===== config.mk =====
export PLATFORM = sky130hd
export DESIGN_NAME = simd_lane_serializer
export DESIGN_NICKNAME = d
export VERILOG_FILES = /design/src/rtl/simd_pkg.sv /design/src/rtl/simd_lane_serializer.sv
export SDC_FILE = /design/constraint.sdc
export NUM_CORES = 1
export LEC_CHECK = 0
export BUFFER_PORTS_ARGS = -buffer_cell sky130_fd_sc_hd__buf_4
export CAP_MARGIN = 0
export CORE_ASPECT_RATIO = 1.1
export CORE_MARGIN = 2
export CORE_UTILIZATION = 58
export DETAILED_ROUTE_END_ITERATION = 8
export HOLD_SLACK_MARGIN = 0.02
export PLACE_DENSITY = 0.82
export SKIP_LAST_GASP = 1
export SLEW_MARGIN = 20
export SYNTH_ARGS = -nofsm -noshare
export SYNTH_HDL_FRONTEND = slang
export SYNTH_SLANG_ARGS = --single-unit

===== constraint.sdc =====
create_clock -name clk -period 4.7 [get_ports clk]
set_input_delay 0.47 -clock clk [delete_from_list [all_inputs] [get_ports clk]]
set_output_delay 0.47 -clock clk [all_outputs]
set_load 0.005 [all_outputs]

===== src/rtl/simd_pkg.sv =====
// rtl/simd_pkg.sv - shared SIMD lane bus defaults and width helpers
package simd_pkg;

  localparam int DEFAULT_LANES = 8;
  localparam int DEFAULT_WIDTH = 8;

  // ceil(log2(n)), but never less than 1 so index ports always have a bit
  function automatic int clog2_min1(input int n);
    int r;
    r = 0;
    for (int i = 0; i < 31; i++) begin
      if ((1 << i) < n) r = i + 1;
    end
    return (r < 1) ? 1 : r;
  endfunction

endpackage


===== src/rtl/simd_lane_serializer.sv =====
// rtl/simd_lane_serializer.sv - packed lane vector to one-lane-per-beat stream with running sum
module simd_lane_serializer
  import simd_pkg::*;
#(
  parameter int LANES = DEFAULT_LANES,
  parameter int WIDTH = DEFAULT_WIDTH,
  localparam int IDX_W = clog2_min1(LANES),
  localparam int SUM_W = WIDTH + IDX_W
) (
  input  logic                   clk,
  input  logic                   rst,
  input  logic                   in_valid,
  output logic                   in_ready,
  input  logic [LANES*WIDTH-1:0] in_data,
  output logic                   out_valid,
  input  logic                   out_ready,
  output logic [WIDTH-1:0]       out_lane,
  output logic [IDX_W-1:0]       out_idx,
  output logic                   out_last,
  output logic [SUM_W-1:0]       out_sum
);

  typedef enum logic {IDLE, SHIFT} state_t;

  state_t                 state_q, state_d;
  logic [LANES*WIDTH-1:0] vec_q;
  logic [IDX_W-1:0]       idx_q;
  logic [SUM_W-1:0]       acc_q;
  logic                   capture;
  logic                   beat;

  // Output view of the registered state; lane data is forced to zero outside SHIFT
  always_comb begin
    out_valid = (state_q == SHIFT);
    out_idx   = idx_q;
    out_last  = (state_q == SHIFT) && (idx_q == IDX_W'(LANES - 1));
    out_lane  = '0;
    if (state_q == SHIFT) out_lane = vec_q[int'(idx_q)*WIDTH +: WIDTH];
    out_sum   = acc_q + SUM_W'(out_lane);
    // Ready on the last transferring beat so a new vector follows with no bubble
    in_ready  = !rst && ((state_q == IDLE) || (out_last && out_ready));
    capture   = in_valid && in_ready;
    beat      = out_valid && out_ready;
  end

  // Next-state: leave SHIFT only when the last beat goes out with nothing queued behind it
  always_comb begin
    state_d = state_q;
    case (state_q)
      IDLE:    if (capture) state_d = SHIFT;
      SHIFT:   if (beat && out_last && !capture) state_d = IDLE;
      default: state_d = IDLE;
    endcase
  end

  // State register
  always_ff @(posedge clk or posedge rst) begin
    if (rst) state_q <= IDLE;
    else     state_q <= state_d;
  end

  // Vector capture, lane index advance and running-sum accumulation
  always_ff @(posedge clk or posedge rst) begin
    if (rst) begin
      vec_q <= '0;
      idx_q <= '0;
      acc_q <= '0;
    end else if (capture) begin
      vec_q <= in_data;
      idx_q <= '0;
      acc_q <= '0;
    end else if (beat) begin
      if (out_last) begin
        idx_q <= '0;
        acc_q <= '0;
      end else begin
        idx_q <= idx_q + IDX_W'(1);
        acc_q <= out_sum;
      end
    end
  end

endmodule

==> impl_results.md <==
- Status: complete, no violations
- CTS root buf: clkbuf_8
- Setup Buffers After CTS: 0
- Clock Tree Buf Depth: 2
- CTS sink cnt: 79
- Boundary Pins: 93
- Pre-CTS WS: 1.169 ns
- Initial antenna violation count: 0
- Layout cells sized above 1: 0.5360
- Post-route ant nets: 0
- Critical Path Source: out_idx[1]
- Die width: 82.79 µm
- Clk Latency, worst-skew pair: 0.34 ns
- Max_slew headroom: 0.4560
- Mean Syn Cell Area: 14.30 µm²
- Worst VDD drop: 0.0007891 V
- Final Hold Viols: 0
- Residual DRC: 0
- Pre-antenna DRT Iters: 4
- Reg2Reg Depth: 10
- Largest area contributor in the netlist: dfrtp_1
- Max cap viols: 0
- Overflow after GRT: 0
- GR Util All Layers: 0.2486
- Total power: 3770 µW
- R2r startpoint: out_idx[1]
- Hold buffer count at CTS: 0
- Largest family of logic cells by synthesized area: multiplexers
- Detailed-route wire length: 8.477 mm
- Syn-to-layout area delta: 22.56%
- Nature of the critical path endpoint: output port
- Yosys warns: 0
- Net Sw Power: 1384 µW
- DRT iter0 DRCs: 122
- Fmax: 0.2551 GHz
- Worst-path clk slew: 0.09 ns
- Mapped Nets: 356
- CORE AREA: 0.006594 mm²
- Via count: 2617
- Htree depth: 3
- N_diodes: 0
- Final worst path period share: 0.8342
- Most frequent cell after synthesis: dfrtp_1
- Pleak: 0.002190 µW
- Final Skew: 0.01376 ns
- Netlist cell types: 36
- Largest net degree at the start of global routing: 80
- Pwr dens: 776.8 mW/mm²
- Sequential area share after synthesis: 0.4992
- Hold Path Class: in2async
- Slew Viols, Final: 0
- Avg WL per Cell: 18.55 µm
- Adder-Cell Fraction of Synth Area: 0.03665
- EDFF count, synth: 0
- Ys async rst share: 1.000
- Final Critical Period: 3.921 ns
- Clk pwr share: 0.116
- CTS resizes: 0
- Top cells by count, synth: dfrtp_1, mux2_2, mux4_2, nand2_1
- GPL Wtd Cong: 0.8435
- Nets: 449
- Pint: 2387 µW
- Area after DPL: 0.004664 mm²
- Post-Synth Simple-Gate Area: 0.04044
- Die Y: 90.66 µm
- First-pass GRT wire length: 13.97 mm
- Final setup violation count: 0
- Main synth FF type: dfrtp_1
- Reg power frac: 0.335
- CTS tree: built
- Min Hold Slack: 0.2788 ns
- HPWL after DPL: 6.356 mm
- Combinational power share: 0.548
- Synth area leaders: dfrtp_1, mux2_2, mux4_2, ha_1, mux2i_1
- CP max FO: 19
- Avg Vias per Cell: 5.726
- Fin Setup TNS: 0 ns
- Worst EP required: 4.23 ns
- Setup CP Type: reg2out
- RSZ-0062 raised after global routing: false
- Synthesized cell area: 0.003960 mm²
- CP Data Arrival Time: 3.45 ns
- Portion of netlist area occupied by mux cells: 0.3011
- Sw Ratio: 0.3670
- Seq cells post-synth: 79
- CTS buffer count: 9
- I/O Buffers: 92
- Initial core utilization: 0.6006
- Worst-Margin Slew: 0.8160 ns
- Post-Syn Instances: 277
- Yosys top cell area share: 0.4992
- Die ar.: 0.007505 mm²
- CP Launch Type: register
- Number of global-route vias before repair: 2804
- Worst Slack Setup Final: 0.7794 ns
- XOR/XNOR Fraction of Synth Area: 0.01991
- Post-route cell area: 0.004853 mm²
- # rows: 31
- Synth Area in Compound Gates: 0.06951
[state kept, by name (all words and copies together) (netlist names)]
name       flops
acc_q         11
out_idx        3
out_valid      1
vec_q         64
[worst max-delay path, stage by stage (launching register included)]
cell and delay [ns]:
dfrtp_1 0.88, mux4_2 0.41, mux2i_1 0.15, nor2b_1 0.09, ha_1 0.25, fa_1 0.45
a211oi_2 0.26, o211ai_1 0.22, nand3_1 0.16, xnor2_1 0.12, buf_4 0.13
[worst paths after layout]
| path | end | slack [ns] |
|---|---|---|
| max | out_sum[10] | 0.78 |
| min | acc_q[10] | 0.28 |
| max reg2reg | acc_q[10] | 1.51 |
| min reg2reg | vec_q[54] | 0.51 |
| max in group asynchronous | vec_q[37] | 3.82 |
| min in group clk | vec_q[5] | 0.35 |
[area by class of cell]
| type | count | area [µm²] |
|---|---|---|
| clock inverter | 5 | 35.03 |
| fill | 454 | 1740 |
| multi-input combinational | 182 | 1862 |
| sequential | 79 | 1977 |
| timing repair buffer | 97 | 740.7 |
| clock buffer | 11 | 131.4 |
| tap | 82 | 102.6 |
| inverter | 1 | 5.005 |
[power by group through the flow]
stage                     Clock [µW]  Sequential (µW)  Combinational [µW]
after global placement             0             1260                2010
after floorplan                    0             1140                1460
after CTS                        446             1260                2070
final                            439             1260                2070
after detailed placement           0             1280                2060
after global routing             477             1300                2280
[stage by stage]
| stage | utilization | std cells |
|---|---|---|
| after floorplan | - | 277 |
| after global placement | 0.7074 | 440 |
| after detailed placement | 0.7074 | 440 |
| after CTS | 0.7326 | 456 |
| after global routing | 0.7361 | 457 |
| final | 0.7361 | 457 |
[layout by cell type, fill, tap and decap left out, types with 6 or more instances in the layout]
cell type / netlist / final
a21oi_1: 8 / 8
a22o_1: 10 / 10
buf_4: 1 / 96
clkbuf_8: 0 / 9
dfrtp_1: 79 / 79
ha_1: 10 / 10
mux2_2: 65 / 65
mux2i_1: 10 / 10
mux4_2: 16 / 16
nand2_1: 12 / 12
nor2_1: 8 / 6
nor2b_1: 8 / 8
xnor2_1: 7 / 7
[cell families after synthesis]
family	count (synthesis)
xor gates and xnor gates	9
and+or+nand+nor	34
muxes	91
adders and majority gates	11
AOI/OAI and AO/OA	37
buffers and inverters	16
DFF	79
[per-layer routing]
metal	up-vias	GRT usage	part of all wire
li1	1210	-	-
met1	1315	0.3243	0.39
met2	82	0.4173	0.53
met3	10	0.04500	0.056
met4	0	0.07923	0.017
met5	-	0	0
Note: power is estimated with default switching activity, not from simulation.
